`src/rtl/vga_tile_grid.sv`:
```
// Keyboard-driven VGA tile painter: ROWSxCOLS colour grid with cursor, paint, clear and ring rotation.
// Optional build macro TILE_CURSOR_EN adds an inverted 2-pixel frame around the cursor tile.
module vga_tile_grid #(
  parameter int unsigned COLS     = 3,
  parameter int unsigned ROWS     = 3,
  parameter int unsigned CW       = 3,
  parameter int unsigned H_START  = 160,
  parameter int unsigned V_START  = 48,
  parameter int unsigned TILE_W   = 213,
  parameter int unsigned TILE_H   = 134,
  parameter int unsigned LOOP_DIV = 5499999
) (
  input  logic                          clk25,
  input  logic                          reset,
  input  logic [9:0]                    HcntValue,
  input  logic [8:0]                    VcntValue,
  input  logic [7:0]                    scancode,
  input  logic                          found,
  output logic                          hsync,
  output logic                          vsync,
  output logic [CW-1:0]                 red,
  output logic [CW-1:0]                 green,
  output logic [CW-1:0]                 blue,
  output logic [$clog2(ROWS*COLS)-1:0]  cursor,
  output logic                          loop_active
);

  localparam int unsigned NT       = ROWS * COLS;
  localparam int unsigned TW       = $clog2(NT);
  localparam int unsigned RWD      = $clog2(ROWS);
  localparam int unsigned CWD      = $clog2(COLS);
  localparam int unsigned PW       = 3 * CW;
  localparam int unsigned RING_LEN = 2 * (ROWS + COLS) - 4;
  localparam int unsigned DW       = (LOOP_DIV > 0) ? $clog2(LOOP_DIV + 1) : 1;
  localparam int unsigned ACT_W    = 640;
  localparam int unsigned ACT_H    = 400;

  localparam logic [7:0] K_UP = 8'h1D, K_LEFT = 8'h1C, K_DOWN = 8'h1B, K_RIGHT = 8'h23;
  localparam logic [7:0] K_RED = 8'h2D, K_GREEN = 8'h34, K_BLUE = 8'h32, K_CYAN = 8'h21;
  localparam logic [7:0] K_WHITE = 8'h2B, K_BLACK = 8'h22, K_CLEAR = 8'h15;
  localparam logic [7:0] K_LOOP_CW = 8'h4B, K_LOOP_CCW = 8'h42, K_STOP = 8'h4D;

  localparam logic [CW-1:0] FULL = '1;
  localparam logic [CW-1:0] ZERO = '0;

  typedef enum logic [1:0] {S_IDLE, S_CW, S_CCW} loop_state_e;
  typedef logic [PW-1:0] colour_t;

  colour_t           tiles_q [NT];
  colour_t           tiles_d [NT];
  logic [RWD-1:0]    row_q, row_d;
  logic [CWD-1:0]    col_q, col_d;
  logic [TW-1:0]     cursor_q, cursor_d;
  loop_state_e       state_q, state_d;
  logic [DW-1:0]     div_q, div_d;
  logic              loop_active_q;
  logic              hsync_q, hsync_d, vsync_q, vsync_d;
  colour_t           rgb_q, rgb_d;
  logic              key_hit, tick;

  int unsigned       hx, vy, pc, pr;
  logic              in_win;
  colour_t           pix;
`ifdef TILE_CURSOR_EN
  int unsigned       lx, ly;
`endif

  // Tile index of ring position k, clockwise from tile 0.
  function automatic int unsigned ring_tile(input int unsigned k);
    if (k < COLS)                         return k;
    else if (k < COLS + ROWS - 1)         return (k - COLS + 1) * COLS + (COLS - 1);
    else if (k < 2 * COLS + ROWS - 2)     return (ROWS - 1) * COLS + (COLS - 2 - (k - (COLS + ROWS - 1)));
    else                                  return (ROWS - 2 - (k - (2 * COLS + ROWS - 2))) * COLS;
  endfunction

  // Key decode, loop FSM, divider and ring rotation; a key always beats a same-cycle step.
  always_comb begin
    tiles_d = tiles_q;
    row_d   = row_q;
    col_d   = col_q;
    state_d = state_q;
    div_d   = div_q;
    key_hit = 1'b0;
    tick    = (state_q != S_IDLE) && (div_q == DW'(LOOP_DIV));

    if (found) begin
      key_hit = 1'b1;
      case (scancode)
        K_UP:       if (row_q != '0) row_d = row_q - RWD'(1);
        K_DOWN:     if (row_q != RWD'(ROWS - 1)) row_d = row_q + RWD'(1);
        K_LEFT:     if (col_q != '0) col_d = col_q - CWD'(1);
        K_RIGHT:    if (col_q != CWD'(COLS - 1)) col_d = col_q + CWD'(1);
        K_RED:      tiles_d[cursor_q] = {FULL, ZERO, ZERO};
        K_GREEN:    tiles_d[cursor_q] = {ZERO, FULL, ZERO};
        K_BLUE:     tiles_d[cursor_q] = {ZERO, ZERO, FULL};
        K_CYAN:     tiles_d[cursor_q] = {ZERO, FULL, FULL};
        K_WHITE:    tiles_d[cursor_q] = {FULL, FULL, FULL};
        K_BLACK:    tiles_d[cursor_q] = '0;
        K_CLEAR: begin
          for (int unsigned i = 0; i < NT; i++) tiles_d[i] = '0;
          row_d   = '0;
          col_d   = '0;
          state_d = S_IDLE;
        end
        K_LOOP_CW:  state_d = S_CW;
        K_LOOP_CCW: state_d = S_CCW;
        K_STOP:     state_d = S_IDLE;
        default:    key_hit = 1'b0;
      endcase
    end

    if (tick && !key_hit) begin
      for (int unsigned k = 0; k < RING_LEN; k++) begin
        if (state_q == S_CW)
          tiles_d[TW'(ring_tile((k + 1) % RING_LEN))] = tiles_q[TW'(ring_tile(k))];
        else
          tiles_d[TW'(ring_tile(k))] = tiles_q[TW'(ring_tile((k + 1) % RING_LEN))];
      end
    end

    if (state_q == S_IDLE || state_d == S_IDLE) div_d = '0;
    else if (tick)                              div_d = key_hit ? div_q : '0;
    else                                        div_d = div_q + DW'(1);

    cursor_d = TW'(32'(row_d) * COLS + 32'(col_d));
  end

  // Pixel path: tile lookup by boundary compares, syncs and RGB share one register stage.
  always_comb begin
    hx = 32'(HcntValue);
    vy = 32'(VcntValue);
    pc = 0;
    pr = 0;
    for (int unsigned c = 1; c < COLS; c++) if (hx >= H_START + 1 + c * TILE_W) pc = c;
    for (int unsigned r = 1; r < ROWS; r++) if (vy >= V_START + 1 + r * TILE_H) pr = r;
    in_win = (hx > H_START) && (hx <= H_START + ACT_W) && (hx <= H_START + COLS * TILE_W) &&
             (vy > V_START) && (vy <= V_START + ACT_H) && (vy <= V_START + ROWS * TILE_H);
    pix = tiles_q[TW'(pr * COLS + pc)];
`ifdef TILE_CURSOR_EN
    lx = hx - (H_START + 1) - pc * TILE_W;
    ly = vy - (V_START + 1) - pr * TILE_H;
    if (TW'(pr * COLS + pc) == cursor_q &&
        (lx < 2 || lx >= TILE_W - 2 || ly < 2 || ly >= TILE_H - 2))
      pix = ~pix;
`endif
    rgb_d   = in_win ? pix : '0;
    hsync_d = !(hx >= 16 && hx <= 111);
    vsync_d = (vy >= 12 && vy <= 13);
  end

  always_ff @(posedge clk25 or negedge reset) begin
    if (!reset) begin
      for (int unsigned i = 0; i < NT; i++) tiles_q[i] <= '0;
      row_q         <= '0;
      col_q         <= '0;
      cursor_q      <= '0;
      state_q       <= S_IDLE;
      div_q         <= '0;
      loop_active_q <= 1'b0;
      hsync_q       <= 1'b1;
      vsync_q       <= 1'b0;
      rgb_q         <= '0;
    end else begin
      for (int unsigned i = 0; i < NT; i++) tiles_q[i] <= tiles_d[i];
      row_q         <= row_d;
      col_q         <= col_d;
      cursor_q      <= cursor_d;
      state_q       <= state_d;
      div_q         <= div_d;
      loop_active_q <= (state_d != S_IDLE);
      hsync_q       <= hsync_d;
      vsync_q       <= vsync_d;
      rgb_q         <= rgb_d;
    end
  end

  assign hsync              = hsync_q;
  assign vsync              = vsync_q;
  assign {red, green, blue} = rgb_q;
  assign cursor             = cursor_q;
  assign loop_active        = loop_active_q;

endmodule

```
`config.mk`:
```
export PLATFORM = sky130hd
export DESIGN_NAME = vga_tile_grid
export DESIGN_NICKNAME = d
export VERILOG_FILES = /design/src/rtl/vga_tile_grid.sv
export SDC_FILE = /design/constraint.sdc
export NUM_CORES = 1
export LEC_CHECK = 0
export CORE_MARGIN = 5
export CORE_UTILIZATION = 35
export CTS_CLUSTER_SIZE = 12
export DETAILED_ROUTE_END_ITERATION = 8
export SLEW_MARGIN = 20
export SYNTH_ARGS = -nofsm -noshare
export SYNTH_HDL_FRONTEND = slang
export SYNTH_SLANG_ARGS = --single-unit
```
`constraint.sdc`:
```
create_clock -name clk25 -period 7.1 [get_ports clk25]
set_clock_uncertainty 0.1 [all_clocks]
set_input_delay 1.42 -clock clk25 [delete_from_list [all_inputs] [get_ports clk25]]
set_output_delay 1.42 -clock clk25 [all_outputs]
set_load 0.01 [all_outputs]
```
Word-level counts from Yosys, hierarchy flattened. Index checks and enable logic that the tools add are counted.

Register bits after elaboration: 126. Logic and storage cells: 336. Input port bits: 30. Output and inout port bits: 16.

$add $sub $neg: 7. Reductions and logical operators: 37. $mul: 2. Bitwise gates (word level): 33. Equal/unequal tests: 19. Mux-type cells: 171. $lt $le $gt $ge: 49.

Operators with widths (number): $mux 81 (17); $bwmux 81 (16); $bmux 9 s4 (17); $demux 9 s4 (17); $pmux 81 s7 (1); $mux 9 (52); $and 54x54->54 (3); $not 54->54 (3); $mux 4 (33); $ge 5x5->1 const B (18); $not 4->5 (18); $lt 5x1->1 const B (17); $and 81x81->81 (1); $not 81->81 (1); $or 27x27->27 (3); $or 81x81->81 (1); $mux 23 (3); $eq 8x6->1 const B (7); $or 54x54->54 (1); $eq 8x5->1 const B (4); $mul 32x2->4 const B (1); $mux 32 (1); $and 27x27->27 (1); $not 27->27 (1); other kinds (33) (81).

Depth between registers and ports, before layout. Gate-level depths: netlist of run 1.

Depth after elaboration: 36. Gate-level depth with buffers: 12. Depth with buffers taken out: 11.

Least setup slack after synthesis of run 1. OpenSTA, ideal clock, no wires.

Path kind: in2reg. From: in VcntValue[0]. To: reg rgb_q[7]. Arrival time: 4.139 ns. Data required time: 6.896 ns. Setup time: 0.104 ns. Stages on the path: 10. Path buffers: 0. Slack: 2.757 ns. Cells stage by stage: a311oi_1 nor4b_1 or2_2 ha_1 ha_1 inv_1 fa_1 nor4b_2 a21oi_1 a221oi_1.

Cells in the longest elaborated chain, start to end: 10. Elaborated cells on any way between the ends: 17. Classes of those cells: add/sub: 1; mul: 1; order compare: 5; mux: 6; bitwise: 1; reduce/logical: 3.

Ends and longest elaborated chain: from (decl) (line 16) `input logic [8:0] VcntValue,`; $ge 9x8->1 (line 135) `for (int unsigned r = 1; r < ROWS; r++) if (vy >= V_START + 1 + r * TILE_H) pr = r;`; $mux 1 (line 135); $mux 32 (line 135); $mul 32x2->4 (line 138) `pix = tiles_q[TW'(pr * COLS + pc)];`; $add 4x4->4 (line 138); $not 4->5 (implied by the code) (line 138); $bmux 9 s4 (line 138); $mux 9 (implied by the code) (2 in a row) (line 138); $mux 9 (*) (line 146) `rgb_d = in_win ? pix : '0;`; named net rgb_d[7] (line 58) `colour_t rgb_q, rgb_d;`; to (signal assigned) (line 173) `rgb_q <= rgb_d;`; to (decl) (line 58).

Mark *: on every way through the listed nets, which the timed path passes. The rest lies on a longest branch. The select of a mux whose other input is x is not followed. A chain may end at the register's enable or synchronous reset.

Final worst setup path of run 1.
From: in VcntValue[1]. To: reg rgb_q[6].

The elaborated chain is that of the path after synthesis.

==> summary.txt, run 1 <==
status - completed
worst slew pin tran - 1131 ps
RePlAce Congestion - 0.8347
fin crit share - 0.6945
Post-synth ARST share - 1.000
Mean Syn Cell Area - 9.665 um2
die extent in x - 163.2 um
hold_buf cts - 0
DR iter-0 viols - 799
EDFF count, synth - 0
drt pass-1 iters - 5
area leader, netlist - dfrtp_1
CP most frequent cell - ha_1
net load switching power - 0.0008554 W
Post-Place Setup Slack - 1805 ps
Warnings, synthesis - 0
die area - 26,640 um2
Synth-to-Final Area Change - 15.46%
clock latency on the worst-skew pair - 430 ps
flops & latches, synth - 126
VDD IR max - 0.0001703 V
Synth top area share - 0.3807
Pwr per Cell Area - 272.3 nW/um2
top_reg_cell synth - dfrtp_1
Final nets - 907
Seq pwr share - 0.408
vias in the first global route - 6,708
port bufs - 45
WL/cell - 20.17 um
fmax - 0.2028 GHz
first-pass GRT wire length - 38.03 mm
Final Setup Violations - 0
crit start category - primary input
post-cts sizing count - 0
arrival time at the worst endpoint - 5170 ps
wire length on met3 - 1.444 mm
Max FO, Critical Path - 7
max_cap viols - 0
internal power - 0.001727 W
Crit path max-delay family - simple AND/OR/NAND/NOR gates
final hold slack - 421.1 ps
largest net degree at the start of global routing - 86
setup TNS - 0 ps
share of layout cells above drive strength 1 - 0.09943
critical path class - in -> reg
Num CTS Buffers - 17
syn_nets - 895
RSZ-0062 raised after global routing - no
Routed WL - 24.08 mm
Top Layer Used - met4
post-synth cell types - 77
cell row count - 56
postcts setup bufs - 0
worst-path cell chain - clkdlybuf4s50_1 > a311oi_1 > nor4b_1 > or2_2 > ha_1 > ha_1 > inv_1 > fa_1 > nor2b_1 > o21ai_0 > a31o_2 > a31oi_1
GR Overflow Total - 0
Reg clk slew, reported paths - 60 ps
Placeable Area - 23,260 um2
CTS tree - done
fraction of power consumed by the clock network - 0.343
Switching Share - 0.3312
GR Util All Layers - 0.1806
wire length on met2 - 11.04 mm
Setup crit end kind - register
critical path's slowest cell - nor4b_1
Metal-1 WL - 11.06 mm
Gate power share - 0.249
Via density - 6.080
Slew headroom - 0.2430
Post-Syn Area - 8215 um2
initial antenna violation count - 0
Final Core Density - 0.4078
final hold viol count - 0
CTS H-Tree Depth - 4
Synth area leaders - dfrtp_1 38%, mux2i_1 10%, o221ai_1 6.5%
placed wire-length estimate - 16.12 mm
Initial Util - 0.3532
most common library cells after synthesis - 125 x dfrtp_1, 86 x mux2i_1, 78 x nor2_1
Sink Count - 126
Seq/Total Area, Yosys - 0.3839
Syn Inst Count - 850
Chip Height - 163.2 um
final worst slack - 2169 ps
number of remaining DRC errors - 0
CP max stage delay - 700 ps
IO Count - 46
pins over their slew limit - 0
worst-case clock buffer depth - 2
crit path time final - 4931 ps
top-count cell post-synth - dfrtp_1
crit path buf inv count - 2
n_diodes - 0
DRT antenna net count - 0
Hold WC Path Type - reg -> reg
required time worst endpoint - 7340 ps
routed via count - 7,260
clock root buffer - clkbuf_16
Leak - 3.473 nW
through the flow:
stage / cell area, um2 / power (W) / cells
floorplan: 8215 / 0.001445 / 850
detailed placement: 8879 / 0.001693 / 1162
finish: 9485 / 0.002583 / 1194
global placement: 8879 / 0.001689 / 1162
CTS: 9482 / 0.002585 / 1194
global route: 9485 / 0.002718 / 1194
worst register-to-register path, delay by kind of cell (launching register included):
kind                     cells  cell delay [ps]
AND/OR/NAND/NOR              3             1100
buffers and inverters        2              910
flip-flops                   1              400
adder cells (fa/ha/maj)      1              260
multiplexers                 1              240
worst paths after layout:
| kind | startpoint | endpoint | slack (ps) | depth (start not counted) |
|---|---|---|---|---|
| worst max-delay path | VcntValue[1] | rgb_q[6] | 2170 | 12 |
| worst min-delay path | div_q[0] | div_q[0] | 420 | 1 |
| worst max register to register | div_q[0] | register | 4010 | 7 |
| min in group asynchronous | reset | col_q[0] | 960 | 1 |
| max in group asynchronous | reset | asynchronous set/reset pin | 4840 | 2 |
| worst min register to register | div_q[0] | div_q[0] | 420 | 1 |
final cells by class:
cell class              count  area, um2
fillers                  2320      13780
multi-input cells         650       4752
flip-flops and latches    126       3154
repair buffers             53      524.3
clock buffers              20      466.7
well taps                 319      399.1
clock inverters            12      136.4
inverters                  14      52.55
layout by cell type, fill, tap and decap left out, types with 14 or more instances in the layout:
master	instances
o2111ai_1	16
inv_1	14
nor2_1	78
o221ai_1	61
nand2_1	34
clkbuf_16	17
xor2_1	15
dfrtp_1	125
clkdlybuf4s50_1	44
a21oi_1	26
o21ai_0	39
o21ai_1	62
mux2i_1	86
nand3_1	28
power by group through the flow:
stage / clock network, W / logic, W / registers (W)
final: 0.000886 / 0.000642 / 0.00105
after global routing: 0.000933 / 0.000712 / 0.00107
after CTS: 0.000897 / 0.000641 / 0.00105
after detailed placement: 0 / 0.000637 / 0.00106
after global placement: 0 / 0.000628 / 0.00106
after floorplan: 0 / 0.000448 / 0.000997
metal layers:
layer / up-vias / global-route usage
li1: 3340 / -
met1: 3613 / 0.2633
met2: 266 / 0.2702
met3: 41 / 0.03255
met4: 0 / 0.06100
met5: - / 0
cell families after synthesis:
family | count (synthesis) | share of synthesized area
XOR/XNOR | 20 | 0.02132
AND/OR/NAND/NOR | 221 | 0.1427
multiplexers | 103 | 0.1404
buffers and inverters | 74 | 0.03899
flip-flops | 126 | 0.3839
AO/OA/AOI/OAI | 291 | 0.2470
adder cells (fa/ha/maj) | 15 | 0.02559
(Power assumes the default switching activity.)
==> inputs of run 2 (changes only) <==
clock period = 5.1 ns   (was 7.1 ns; I/O delays follow)
==> run 2 against run 1 <==
  * Utilization grew 0.74 points
  * Largest power group unchanged
  * Clock-buffer cell count shrank 3
  * Routed wire length grew 0.99%
  * Largest cell class unchanged
  * Final area grew 1.8%
  * Via count shrank 0.76%
==> summary.txt, run 2 (synthesis results as in run 1) <==
VDD IR max - 0.0002152 V
arrival time at the worst endpoint - 4310 ps
fin crit share - 0.8026
die extent in x - 163.2 um
placed wire-length estimate - 16.64 mm
Synth-to-Final Area Change - 17.54%
Max FO, Critical Path - 7
FILL cells - 2,327
RePlAce Congestion - 0.9013
Routed WL - 24.32 mm
first-pass GRT wire length - 38.50 mm
Slew headroom - 0.2751
CP max stage delay - 630 ps
Initial Util - 0.3532
cell row count - 56
hold_buf cts - 0
Gate power share - 0.241
n_diodes - 0
crit start category - primary input
Pwr per Cell Area - 388.2 nW/um2
Leak - 3.570 nW
critical path class - in -> reg
IO Count - 46
placed instance count - 1,178
leading cell type in the layout, fill and taps excluded - dfrtp_1
vias in the first global route - 6,925
post-cts sizing count - 0
global-route track usage on met2 - 0.2789
status - completed
most frequent cells in the layout - 125 x dfrtp_1, 86 x mux2i_1, 78 x nor2_1
setup TNS - 0 ps
Setup crit end kind - register
max_cap viols - 0
Reg clk slew, reported paths - 60 ps
CTS tree - done
initial antenna violation count - 0
Sink Count - 126
share of layout cells above drive strength 1 - 0.1145
worst slew pin tran - 1083 ps
Finished Layout Cells - 1,210
worst-case clock buffer depth - 2
net load switching power - 0.001222 W
Num CTS Buffers - 17
Seq pwr share - 0.395
clock latency on the worst-skew pair - 430 ps
critical path's slowest cell - or4b_1
RSZ-0062 raised after global routing - no
largest net degree at the start of global routing - 96
Switching Share - 0.3261
CTS H-Tree Depth - 4
number of remaining DRC errors - 0
fmax - 0.2443 GHz
final hold viol count - 0
drt pass-1 iters - 5
WL/cell - 20.10 um
Final nets - 923
clock root buffer - clkbuf_16
GR Util All Layers - 0.1812
Final Setup Violations - 0
postcts setup bufs - 0
worst-path cell chain - clkdlybuf4s50_1 > a31oi_1 > or4b_1 > nand2_1 > ha_1 > ha_1 > inv_1 > fa_1 > and2_1 > o21ai_0 > a31o_2 > a21oi_1
DRT antenna net count - 0
port bufs - 45
required time worst endpoint - 5320 ps
Placeable Area - 23,260 um2
met3 GRT Util - 0.03482
crit path time final - 4093 ps
internal power - 0.002526 W
Via density - 5.955
gr busiest metal - met2
DR iter-0 viols - 633
GR Overflow Total - 0
Hold WC Path Type - reg -> reg
CP most frequent cell - ha_1
pins over their slew limit - 0
die area - 26,640 um2
routed via count - 7,205
fraction of power consumed by the clock network - 0.364
met1 Use GR - 0.2557
Chip Height - 163.2 um
[run 2: critical path, delay by kind of cell]
| family | cells | cell delay, ps |
|---|---|---|
| buffers and inverters | 2 | 610 |
| AO/OA/AOI/OAI | 4 | 660 |
| adder cells (fa/ha/maj) | 3 | 910 |
| AND/OR/NAND/NOR | 3 | 1090 |
[run 2: power by group through the flow]
stage	sequential, W	combinational, W	clock [W]
6_report	0.00148	0.000902	0.00137
5_1_grt	0.00151	0.00100	0.00144
4_1_cts	0.00147	0.000906	0.00139
3_5_place_dp	0.00148	0.000903	0
3_3_place_gp	0.00149	0.000887	0
2_1_floorplan	0.00139	0.000624	0
[run 2: area by class of cell]
type | count | area, um2 | area share
clock buffer | 17 | 425.4 | 0.04405
clock inverter | 15 | 232.7 | 0.02410
inverter | 14 | 52.55 | 0.005442
multi-input combinational | 650 | 4748 | 0.4917
sequential | 126 | 3154 | 0.3266
tap | 319 | 399.1 | 0.04133
timing repair buffer | 69 | 644.4 | 0.06673
[run 2: worst paths after layout]
path	start	end	slack (ps)	cells past startpoint
worst max-delay path	HcntValue[6]	rgb_q[3]	1010	12
worst min-delay path	tiles_q[40]	tiles_q[40]	410	1
worst max register to register	div_q[0]	register	2300	7
worst min register to register	tiles_q[40]	tiles_q[40]	410	1
max in group asynchronous	reset	asynchronous set/reset pin	3330	2
min in group asynchronous	reset	col_q[1]	590	1
[run 2: routing by layer]
metal / up-vias / wire length, um
li1: 3366 / -
met1: 3577 / 11250
met2: 218 / 11310
met3: 44 / 1215
met4: 0 / 541
met5: - / 0
[run 2: metrics by stage]
| step | hold WS [ps] | power (W) | worst slack [ps] | cell area, um2 | utilization |
|---|---|---|---|---|---|
| after global placement | 378.9 | 0.002376 | 606.7 | 8999 | 0.3868 |
| final | 406.0 | 0.003749 | 1007 | 9657 | 0.4151 |
| after global routing | 421.5 | 0.003942 | 821.1 | 9657 | 0.4151 |
| after detailed placement | 387.2 | 0.002388 | 552.3 | 8999 | 0.3868 |
| after floorplan | 359.4 | 0.002012 | 1157 | 8215 | - |
| after CTS | 399.3 | 0.003762 | 993.8 | 9657 | 0.4151 |
==> inputs of run 3 (changes only) <==
clock period = 4.2 ns   (was 5.1 ns; I/O delays follow)
==> run 3 against run 2 <==
  * Worst hold slack got worse by 47 ps
  * Via count rose by 1.2%
  * Clock power about the same
  * Utilization is 0.22 points higher
  * Final area is 0.52% higher
  * Highest routed layer unchanged
  * Worst setup slack worse by 500 ps
  * Critical path type unchanged
  * Non-clock buffer count grew 18
  * Largest cell class unchanged
==> summary.txt, run 3 (synthesis results as in run 1) <==
worst r2r path cells - 10
final hold viol count - 0
die area - 26,640 um2
Via density - 5.940
routed via count - 7,288
fmax - 0.2709 GHz
status - completed
crit path to - cursor[2]
fraction of power consumed by the clock network - 0.324
Reg clk slew, reported paths - 60 ps
placed instance area - 9146 um2
Hold WC Path Type - in -> async
Routed WL - 23.71 mm
Final Setup Violations - 0
leading cell type in the layout, fill and taps excluded - dfrtp_1
GR Util All Layers - 0.1807
first-pass GRT wire length - 38.61 mm
Gate power share - 0.259
postcts setup bufs - 0
Crit Reg-Reg Endpoint - cursor[2]
Num CTS Buffers - 17
RSZ-0062 raised after global routing - no
n_diodes - 0
final worst slack - 509.2 ps
Synth-to-Final Area Change - 18.15%
CTS H-Tree Depth - 4
die extent in x - 163.2 um
share of layout cells above drive strength 1 - 0.1322
Pwr per Cell Area - 442.7 nW/um2
Post-Place Setup Slack - 84.79 ps
Leak - 3.607 nW
clock latency on the worst-skew pair - 420 ps
critical path's slowest cell - or4b_4
VDD IR max - 0.0002504 V
fin crit share - 0.8788
worst slew pin tran - 884.2 ps
RePlAce Congestion - 0.8667
CP max stage delay - 590 ps
most frequent cells in the layout - 125 x dfrtp_1, 86 x mux2i_1, 78 x nor2_1
crit path buf inv count - 3
vias in the first global route - 6,895
R2R setup slack - 1540 ps
post-cts sizing count - 0
DRT antenna net count - 0
Seq pwr share - 0.417
internal power - 0.002847 W
Crit path max-delay family - adder cells
Initial Util - 0.3532
drt pass-1 iters - 6
critical path class - in -> reg
port bufs - 45
required time worst endpoint - 4410 ps
max_cap viols - 0
final hold slack - 359.5 ps
Switching Share - 0.3375
Sink Count - 126
crit start category - primary input
cell row count - 56
RR Startpoint - row_q[0]
worst-case clock buffer depth - 2
number of remaining DRC errors - 0
setup TNS - 0 ps
Placeable Area - 23,260 um2
CTS tree - done
Final nets - 941
placed wire-length estimate - 16.69 mm
IO Count - 46
WL/cell - 19.32 um
net load switching power - 0.001450 W
initial antenna violation count - 0
GR Overflow Total - 0
CP startpoint - scancode[4]
crit path time final - 3691 ps
Max FO, Critical Path - 4
Levels on crit path - 12
Setup crit end kind - register
worst-path cell chain - clkdlybuf4s50_1 > or4b_4 > o22ai_1 > a21o_1 > nand2_1 > a221oi_1 > a21oi_1 > fa_1 > ha_1 > inv_1 > fa_1 > inv_1
pins over their slew limit - 0
DR iter-0 viols - 913
hold_buf cts - 0
Slew headroom - 0.4096
largest net degree at the start of global routing - 87
Chip Height - 163.2 um
arrival time at the worst endpoint - 3900 ps
final instance area - 9707 um2
clock root buffer - clkbuf_16
[run 3: changes by cell type in the layout (fill, tap and decap cells not counted), moves of 3 or more]
cell and delta:
buf_4 +17, bufinv_16 -4, clkinv_2 +3, inv_6 -3
[run 3: how the worst min path moves through the flow]
stage           startpoint          end  slack (ps)  depth (start not counted)
5_1_grt        tiles_q[40]  tiles_q[40]         430                          1
3_3_place_gp   tiles_q[39]  tiles_q[39]         400                          1
4_1_cts        tiles_q[39]  tiles_q[39]         410                          1
3_5_place_dp   tiles_q[39]  tiles_q[39]         400                          1
2_1_floorplan  tiles_q[39]  tiles_q[39]         360                          1
6_report             reset     col_q[0]         360                          1
[run 3: per-layer routing]
layer | global-route usage | part of all wire | up-vias | wire, um
li1 | - | - | 3401 | -
met1 | 0.2607 | 0.46 | 3604 | 10900
met2 | 0.2760 | 0.47 | 251 | 11130
met3 | 0.03230 | 0.054 | 32 | 1285
met4 | 0.05719 | 0.017 | 0 | 393
met5 | 0 | 0 | - | 0
[run 3: through the flow]
stage	util	std cells	power, W
floorplan	-	850	0.002444
global placement	0.3932	1196	0.002899
detailed placement	0.3932	1196	0.002916
CTS	0.4171	1227	0.004321
global route	0.4173	1227	0.004538
finish	0.4173	1227	0.004297
[run 3: final cells by class]
type	instances	area (um2)
repair buffers	87	792.0
inverters	14	52.55
fillers	2312	13560
multi-input cells	650	4752
well taps	319	399.1
clock inverters	13	117.6
clock buffers	18	439.2
flip-flops and latches	126	3154
[run 3: power by group through the flow]
stage                     registers [W]  logic [W]  clock network [W]
after floorplan                 0.00169   0.000758                  0
after global placement          0.00180    0.00110                  0
after detailed placement        0.00180    0.00112                  0
after CTS                       0.00178    0.00112            0.00142
after global routing            0.00182    0.00124            0.00148
final                           0.00179    0.00111            0.00139
[run 3: worst reg2reg max path: cells and delay by family (launching register included)]
| kind | cells | cell delay (ps) |
|---|---|---|
| AOI/OAI and AO/OA | 1 | 210 |
| muxes | 1 | 180 |
| DFF | 1 | 370 |
| buffers and inverters | 4 | 250 |
| adders and majority gates | 4 | 1450 |
